==> src/rtl/div_issue_queue_if.sv <==
// Bundle of the division issue queue's dispatch, CDB snoop, flush,
// divider-side and status signals. The queue uses the slave modport; the
// dispatch stage, CDB and divider drive it through the master modport.
interface div_issue_queue_if;
  logic        disp_en;
  logic [2:0]  disp_funct3;
  logic [5:0]  disp_tag;
  logic [31:0] disp_op1;
  logic [31:0] disp_op2;
  logic        disp_op1_valid;
  logic        disp_op2_valid;
  logic [5:0]  disp_op1_tag;
  logic [5:0]  disp_op2_tag;
  logic        cdb_valid;
  logic [5:0]  cdb_tag;
  logic [31:0] cdb_data;
  logic        flush;
  logic        div_busy;
  logic        queue_en;
  logic [31:0] op1;
  logic [31:0] op2;
  logic [2:0]  funct3;
  logic [5:0]  tag_out;
  logic        full;
  logic [2:0]  count;

  modport slave (
    input  disp_en, disp_funct3, disp_tag, disp_op1, disp_op2,
           disp_op1_valid, disp_op2_valid, disp_op1_tag, disp_op2_tag,
           cdb_valid, cdb_tag, cdb_data, flush, div_busy,
    output queue_en, op1, op2, funct3, tag_out, full, count
  );

  modport master (
    output disp_en, disp_funct3, disp_tag, disp_op1, disp_op2,
           disp_op1_valid, disp_op2_valid, disp_op1_tag, disp_op2_tag,
           cdb_valid, cdb_tag, cdb_data, flush, div_busy,
    input  queue_en, op1, op2, funct3, tag_out, full, count
  );
endinterface

==> src/rtl/div_issue_queue.sv <==
// Four-entry age-ordered issue queue for the integer divider. Entries wait
// for their operands on the CDB and issue oldest-ready-first, spaced by a
// cooldown that covers the divider's latency.
//
// Handshake: dispatch is a one-sided write (disp_en) that is silently dropped
// when full=1 or flush=1. Issue is a one-sided strobe: queue_en=1 means the
// divider takes op1/op2/funct3/tag_out this cycle; div_busy and the
// cooldown counter are the only back-pressure.
module div_issue_queue (
  input  logic               clk,
  input  logic               rst,
  div_issue_queue_if.slave   bus
);

  typedef struct packed {
    logic        valid;
    logic [2:0]  funct3;
    logic [5:0]  tag;
    logic [31:0] op1;
    logic        op1_rdy;
    logic [5:0]  op1_tag;
    logic [31:0] op2;
    logic        op2_rdy;
    logic [5:0]  op2_tag;
  } entry_t;

  entry_t     ent_q [4];
  entry_t     ent_d [4];
  entry_t     woken [5];
  entry_t     incoming;
  logic [2:0] cool_q;
  logic [2:0] cool_d;
  logic [2:0] count;
  logic       cand_found;
  logic [1:0] cand_idx;
  logic       issue;
  logic       accept;
  logic [1:0] free_slot;

  // Occupancy from registered valid bits only.
  always_comb begin
    count = 3'd0;
    for (int i = 0; i < 4; i++) begin
      count = count + {2'b00, ent_q[i].valid};
    end
  end

  // Oldest entry whose registered ready flags are both set.
  always_comb begin
    cand_found = 1'b0;
    cand_idx   = 2'd0;
    for (int i = 3; i >= 0; i--) begin
      if (ent_q[i].valid && ent_q[i].op1_rdy && ent_q[i].op2_rdy) begin
        cand_found = 1'b1;
        cand_idx   = 2'(i);
      end
    end
  end

  assign issue        = cand_found & ~bus.div_busy & (cool_q == 3'd0) & ~bus.flush;
  assign accept       = bus.disp_en & ~bus.full & ~bus.flush;
  assign free_slot    = count[1:0] - {1'b0, issue};

  assign bus.queue_en = issue;
  assign bus.op1      = issue ? ent_q[cand_idx].op1    : 32'd0;
  assign bus.op2      = issue ? ent_q[cand_idx].op2    : 32'd0;
  assign bus.funct3   = issue ? ent_q[cand_idx].funct3 : 3'd0;
  assign bus.tag_out  = issue ? ent_q[cand_idx].tag    : 6'd0;
  assign bus.full     = (count == 3'd4);
  assign bus.count    = count;

  // CDB wakeup of stored entries; slot 4 is an empty filler for the shift.
  always_comb begin
    for (int i = 0; i < 4; i++) begin
      woken[i] = ent_q[i];
      if (!ent_q[i].op1_rdy && bus.cdb_valid && (bus.cdb_tag == ent_q[i].op1_tag)) begin
        woken[i].op1_rdy = 1'b1;
        woken[i].op1     = bus.cdb_data;
      end
      if (!ent_q[i].op2_rdy && bus.cdb_valid && (bus.cdb_tag == ent_q[i].op2_tag)) begin
        woken[i].op2_rdy = 1'b1;
        woken[i].op2     = bus.cdb_data;
      end
    end
    woken[4] = '0;
  end

  // Incoming entry, with operands bypassed from a same-cycle CDB broadcast.
  always_comb begin
    incoming         = '0;
    incoming.valid   = 1'b1;
    incoming.funct3  = bus.disp_funct3;
    incoming.tag     = bus.disp_tag;
    incoming.op1_tag = bus.disp_op1_tag;
    incoming.op2_tag = bus.disp_op2_tag;
    incoming.op1     = bus.disp_op1;
    incoming.op2     = bus.disp_op2;
    incoming.op1_rdy = bus.disp_op1_valid;
    incoming.op2_rdy = bus.disp_op2_valid;
    if (!bus.disp_op1_valid && bus.cdb_valid && (bus.cdb_tag == bus.disp_op1_tag)) begin
      incoming.op1_rdy = 1'b1;
      incoming.op1     = bus.cdb_data;
    end
    if (!bus.disp_op2_valid && bus.cdb_valid && (bus.cdb_tag == bus.disp_op2_tag)) begin
      incoming.op2_rdy = 1'b1;
      incoming.op2     = bus.cdb_data;
    end
  end

  // Next queue contents: remove the issued entry, shift younger ones down,
  // then append the dispatch at the first free slot; flush empties all.
  always_comb begin
    for (int i = 0; i < 4; i++) begin
      if (issue && (2'(i) >= cand_idx)) begin
        ent_d[i] = woken[i + 1];
      end else begin
        ent_d[i] = woken[i];
      end
    end
    if (accept) begin
      ent_d[free_slot] = incoming;
    end
    if (bus.flush) begin
      for (int i = 0; i < 4; i++) begin
        ent_d[i] = '0;
      end
    end
  end

  // Cooldown reloads on each issue and counts down otherwise; flush leaves
  // it alone because the in-flight divide still occupies the divider.
  always_comb begin
    if (issue) begin
      cool_d = 3'd5;
    end else if (cool_q != 3'd0) begin
      cool_d = cool_q - 3'd1;
    end else begin
      cool_d = cool_q;
    end
  end

  // State registers with asynchronous clear.
  always_ff @(posedge clk or negedge rst) begin
    if (!rst) begin
      for (int i = 0; i < 4; i++) begin
        ent_q[i] <= '0;
      end
      cool_q <= 3'd0;
    end else begin
      for (int i = 0; i < 4; i++) begin
        ent_q[i] <= ent_d[i];
      end
      cool_q <= cool_d;
    end
  end

endmodule

==> src/flat_wrapper.sv <==
// flat-port wrapper written by rule: the top's interface ports become plain ports
module div_issue_queue_flat 
  (clk, rst, bus_disp_en, bus_disp_funct3, bus_disp_tag, bus_disp_op1, bus_disp_op2, bus_disp_op1_valid, bus_disp_op2_valid, bus_disp_op1_tag, bus_disp_op2_tag, bus_cdb_valid, bus_cdb_tag, bus_cdb_data, bus_flush, bus_div_busy, bus_queue_en, bus_op1, bus_op2, bus_funct3, bus_tag_out, bus_full, bus_count);
  div_issue_queue_if bus_i ();
  input  logic clk;
  input  logic rst;
  input wire logic [$bits(bus_i.disp_en)-1:0] bus_disp_en;
  input wire logic [$bits(bus_i.disp_funct3)-1:0] bus_disp_funct3;
  input wire logic [$bits(bus_i.disp_tag)-1:0] bus_disp_tag;
  input wire logic [$bits(bus_i.disp_op1)-1:0] bus_disp_op1;
  input wire logic [$bits(bus_i.disp_op2)-1:0] bus_disp_op2;
  input wire logic [$bits(bus_i.disp_op1_valid)-1:0] bus_disp_op1_valid;
  input wire logic [$bits(bus_i.disp_op2_valid)-1:0] bus_disp_op2_valid;
  input wire logic [$bits(bus_i.disp_op1_tag)-1:0] bus_disp_op1_tag;
  input wire logic [$bits(bus_i.disp_op2_tag)-1:0] bus_disp_op2_tag;
  input wire logic [$bits(bus_i.cdb_valid)-1:0] bus_cdb_valid;
  input wire logic [$bits(bus_i.cdb_tag)-1:0] bus_cdb_tag;
  input wire logic [$bits(bus_i.cdb_data)-1:0] bus_cdb_data;
  input wire logic [$bits(bus_i.flush)-1:0] bus_flush;
  input wire logic [$bits(bus_i.div_busy)-1:0] bus_div_busy;
  output wire logic [$bits(bus_i.queue_en)-1:0] bus_queue_en;
  output wire logic [$bits(bus_i.op1)-1:0] bus_op1;
  output wire logic [$bits(bus_i.op2)-1:0] bus_op2;
  output wire logic [$bits(bus_i.funct3)-1:0] bus_funct3;
  output wire logic [$bits(bus_i.tag_out)-1:0] bus_tag_out;
  output wire logic [$bits(bus_i.full)-1:0] bus_full;
  output wire logic [$bits(bus_i.count)-1:0] bus_count;
  assign bus_i.disp_en = bus_disp_en;
  assign bus_i.disp_funct3 = bus_disp_funct3;
  assign bus_i.disp_tag = bus_disp_tag;
  assign bus_i.disp_op1 = bus_disp_op1;
  assign bus_i.disp_op2 = bus_disp_op2;
  assign bus_i.disp_op1_valid = bus_disp_op1_valid;
  assign bus_i.disp_op2_valid = bus_disp_op2_valid;
  assign bus_i.disp_op1_tag = bus_disp_op1_tag;
  assign bus_i.disp_op2_tag = bus_disp_op2_tag;
  assign bus_i.cdb_valid = bus_cdb_valid;
  assign bus_i.cdb_tag = bus_cdb_tag;
  assign bus_i.cdb_data = bus_cdb_data;
  assign bus_i.flush = bus_flush;
  assign bus_i.div_busy = bus_div_busy;
  assign bus_queue_en = bus_i.queue_en;
  assign bus_op1 = bus_i.op1;
  assign bus_op2 = bus_i.op2;
  assign bus_funct3 = bus_i.funct3;
  assign bus_tag_out = bus_i.tag_out;
  assign bus_full = bus_i.full;
  assign bus_count = bus_i.count;
  div_issue_queue u_core (.clk(clk), .rst(rst), .bus(bus_i));
endmodule
==> config.mk <==
export PLATFORM = sky130hd
export DESIGN_NAME = div_issue_queue_flat
export DESIGN_NICKNAME = d
export VERILOG_FILES = /design/src/rtl/div_issue_queue_if.sv /design/src/rtl/div_issue_queue.sv /design/src/flat_wrapper.sv
export SDC_FILE = /design/constraint.sdc
export NUM_CORES = 1
export LEC_CHECK = 0
export CORE_UTILIZATION = 50
export CTS_CLUSTER_SIZE = 10
export DETAILED_ROUTE_END_ITERATION = 8
export GPL_TIMING_DRIVEN = 0
export PLACE_DENSITY = 0.71
export SYNTH_ARGS = -nofsm -noshare
export SYNTH_HDL_FRONTEND = slang
export SYNTH_SLANG_ARGS = --single-unit
==> constraint.sdc <==
create_clock -name clk -period 3.78 [get_ports clk]
set_input_delay 0.756 -clock clk [delete_from_list [all_inputs] [get_ports clk]]
set_output_delay 0.756 -clock clk [all_outputs]
set_load 0.05 [all_outputs]
==> out/qor.yml <==
die_h_um: 216
drtAntennaViolNets: 0
cp_max_fo: 10
cts_buffers: 44
pre_cts_slack_ns: -2.00
finalHoldViolCount: 0
synth.distinct_cells: 54
cts-root-buf: "clkbuf_16"
finalSetupViolations: 1
drt_iter0_markers: 4815
initial_core_util_pct: 50.6
clock_latency_ns: 0.60
max_freq_mhz: 264
final.setup.worst_slack_ns: -0.00660
worstPathRequired_ns: 4.20
powerDensity_mw_per_mm2: 355
cts_tree: "yes"
ff_latch_area_mm2: 0.00888
critPathMaxStageDelay_ns: 0.57
violations: "negative setup slack"
layout-drive-gt1-share_pct: 10.9
multi_input_area_mm2: 0.0128
via_count: 25743
via_per_inst: 7.47
critical_path_depth: 10
ys.flop_type: "dfrtp_1"
critPathBufInv: 4
worst_pin_slew_ns: 1.18
wire_per_inst_um: 31.5
place_area_mm2: 0.0255
wl_um: 108000
crit_slowest_cell: "buf_1"
core_area_mm2: 0.0454
grt_usage_pct: 45.6
syn_nets: 2729
reg2reg_setup_slack_ns: -0.007
grt.overflow.total: 0
rows: 78
synthTopCellsByArea: "dfrtp_1 39%, mux4_2 7.2%, o21ai_0 6.5%"
synth_top_area_share_pct: 38.7
cap_violations: 0
clk_pin_slew_worst_paths_ns: 0.06
post-route-drc-count: 0
nFillCells: 4093
portBuffers: 170
synth_area_mm2: 0.0230
nets: 2952
die_area_mm2: 0.0468
maxSlewViolCount: 0
antenna_found_initial: 3
timing.final.crit_share_pct: 100
r2r_cells: 10
dr.pass1.iters: 9
ys_seq_area_share_pct: 38.7
crit_type: "flop to flop"
die_width_um: 216
r2r-start: "u_core.ent_q[263]$_DFF_PN0_"
worst-endpoint-arrival_ns: 4.21
ir_drop_mv: 0.315
clkSinkCount: 355
holdWs_ns: 0.0358
ys_ff_latch: 355
p_leak_nw: 10.0
finalPower_mw: 9.63
fin_cells: 3446
synth-edff-count: 0
postSynthCellCount: 2593
cp-end-kind: "flop"
finalInstanceArea_mm2: 0.0271
avgSynthCellArea_um2: 8.86
io_pins: 209
clockBufferDepth: 3
ctsHoldBuffers: 0
dp.cells: 3367
dp_hpwl_um: 74400
grt_pass1_wl_um: 159000
gp_congestion: 1.00
synth_top_area_cell: "dfrtp_1"
syn2layout_area_growth_pct: 18.0
htree_levels: 2
final.min_clock_period_ns: 3.79
start_kind: "flop"
hp-class: "input port to asynchronous set/reset pin"
relSlewSlack_pct: 21.3
status: "finished with violations"
async_reset_ff_share_pct: 100
yosysWarnings: 0
path_cells: "ha_1 -> inv_1 -> fa_1 -> inv_1 -> ha_1 -> and3_1 -> mux2i_2 -> clkbuf_2 -> buf_1 -> a311oi_1"
path_delay_family: "buffers and inverters"
r2r_end: "u_core.ent_q[262]$_DFF_PN0_"
skew_ns: 0.0177
grt_max_degree: 112
rsz0062_at_grt: "false"
grt_pass1_vias: 24927
report_power, final:
| part | switching, mW | internal [mW] | leakage (nW) |
|---|---|---|---|
| Sequential | 0.137 | 3.98 | 4.88 |
| Combinational | 0.905 | 0.503 | 4.53 |
| Clock | 1.77 | 2.33 | 0.644 |
| Total | 2.81 | 6.81 | 10.0 |
layout by cell type (no fill, tap or decap), drive strengths merged, types with 15 or more instances in the layout:
master and n:
o22ai 128, clkdlybuf4s50 94, dfrtp 355, a21oi 231, xor2 15, a22oi 62, o21ai 304, a21boi 65
mux2i 26, o41ai 33, nor3 135, xnor2 46, o32ai 35, mux4 73, buf 127, a311oi 104
a211oi 24, nor2 104, o31ai 64, inv 46, and2 73, nand2 111, nand3 102, a211o 66
clkbuf 336
flip-flops by register name, indices dropped and copies added, names as in the netlist:
name and flops:
u_core.cool_q 3, u_core.ent_q 352
per-layer routing:
layer | global-route usage [%] | share of wire [%]
met3 | 13.1 | 14
met4 | 28.5 | 7.0
met2 | 65.8 | 42
met1 | 60.2 | 37
met5 | 0 | 0.010
cell families after synthesis:
kind of cell	share of synthesized area (%)
adder cells (fa/ha/maj)	0.305
XOR/XNOR	2.33
AO/OA/AOI/OAI	31.9
flip-flops	38.7
buffers and inverters	6.06
AND/OR/NAND/NOR	12.3
multiplexers	8.46
area by class of cell:
cell class,instances,area share (%)
buffer,309,5.29
sequential,355,32.8
multi-input combinational,1881,47.2
antenna,4,0.0369
tap,600,2.77
timing repair buffer,180,6.39
clock buffer,69,4.78
clock inverter,3,0.0831
inverter,45,0.642
worst max-delay path by stage:
stage,to,start
2_1_floorplan,bus_op1[22],bus_flush
3_3_place_gp,u_core.ent_q[298]$_DFF_PN0_,rst
3_5_place_dp,bus_op1[31],bus_div_busy
4_1_cts,bus_op1[20],bus_div_busy
5_1_grt,bus_op2[24],u_core.ent_q[270]$_DFF_PN0_
6_report,u_core.ent_q[262]$_DFF_PN0_,u_core.ent_q[263]$_DFF_PN0_
through the flow:
step | utilization [%] | TNS, ns
2_1_floorplan | - | 0
3_3_place_gp | 56.0 | -5443.84
3_5_place_dp | 56.3 | -317.69
4_1_cts | 59.6 | -0.0482
5_1_grt | 59.7 | 0
6_report | 59.7 | -0.00660
cell usage after synthesis, types with 9 or more instances:
cell / instances
a211o_1: 66
a211oi_1: 24
a21boi_0: 65
a21oi_1: 231
a22oi_1: 62
a311oi_1: 104
and2_1: 73
and3_1: 9
buf_1: 13
buf_2: 27
clkbuf_1: 269
dfrtp_1: 355
inv_1: 44
mux2i_1: 26
mux4_2: 73
nand2_1: 111
nand3_1: 102
nand4_1: 9
nor2_1: 104
nor2b_1: 11
nor3_1: 135
o21ai_0: 297
o22ai_1: 128
o31ai_1: 64
o32ai_1: 35
o41ai_1: 33
xnor2_1: 46
xor2_1: 15
worst register-to-register path, cell delays in order (launching register included):
cell      delay [ns]
dfrtp_2         0.46
ha_1            0.30
inv_1           0.05
fa_1            0.35
inv_1           0.06
ha_1            0.31
and3_1          0.29
mux2i_2         0.52
clkbuf_2        0.47
buf_1           0.57
a311oi_1        0.23
what timing repair did:
item / 4_1_cts / 5_1_grt
gates resized for setup: 562 / 21
pin swaps: 1 / 0
setup endpoints to repair: 214 / 299
buffers inserted: 5 / 0
cloned: 1 / 0
No activity file was read; power rests on OpenSTA's default activity.
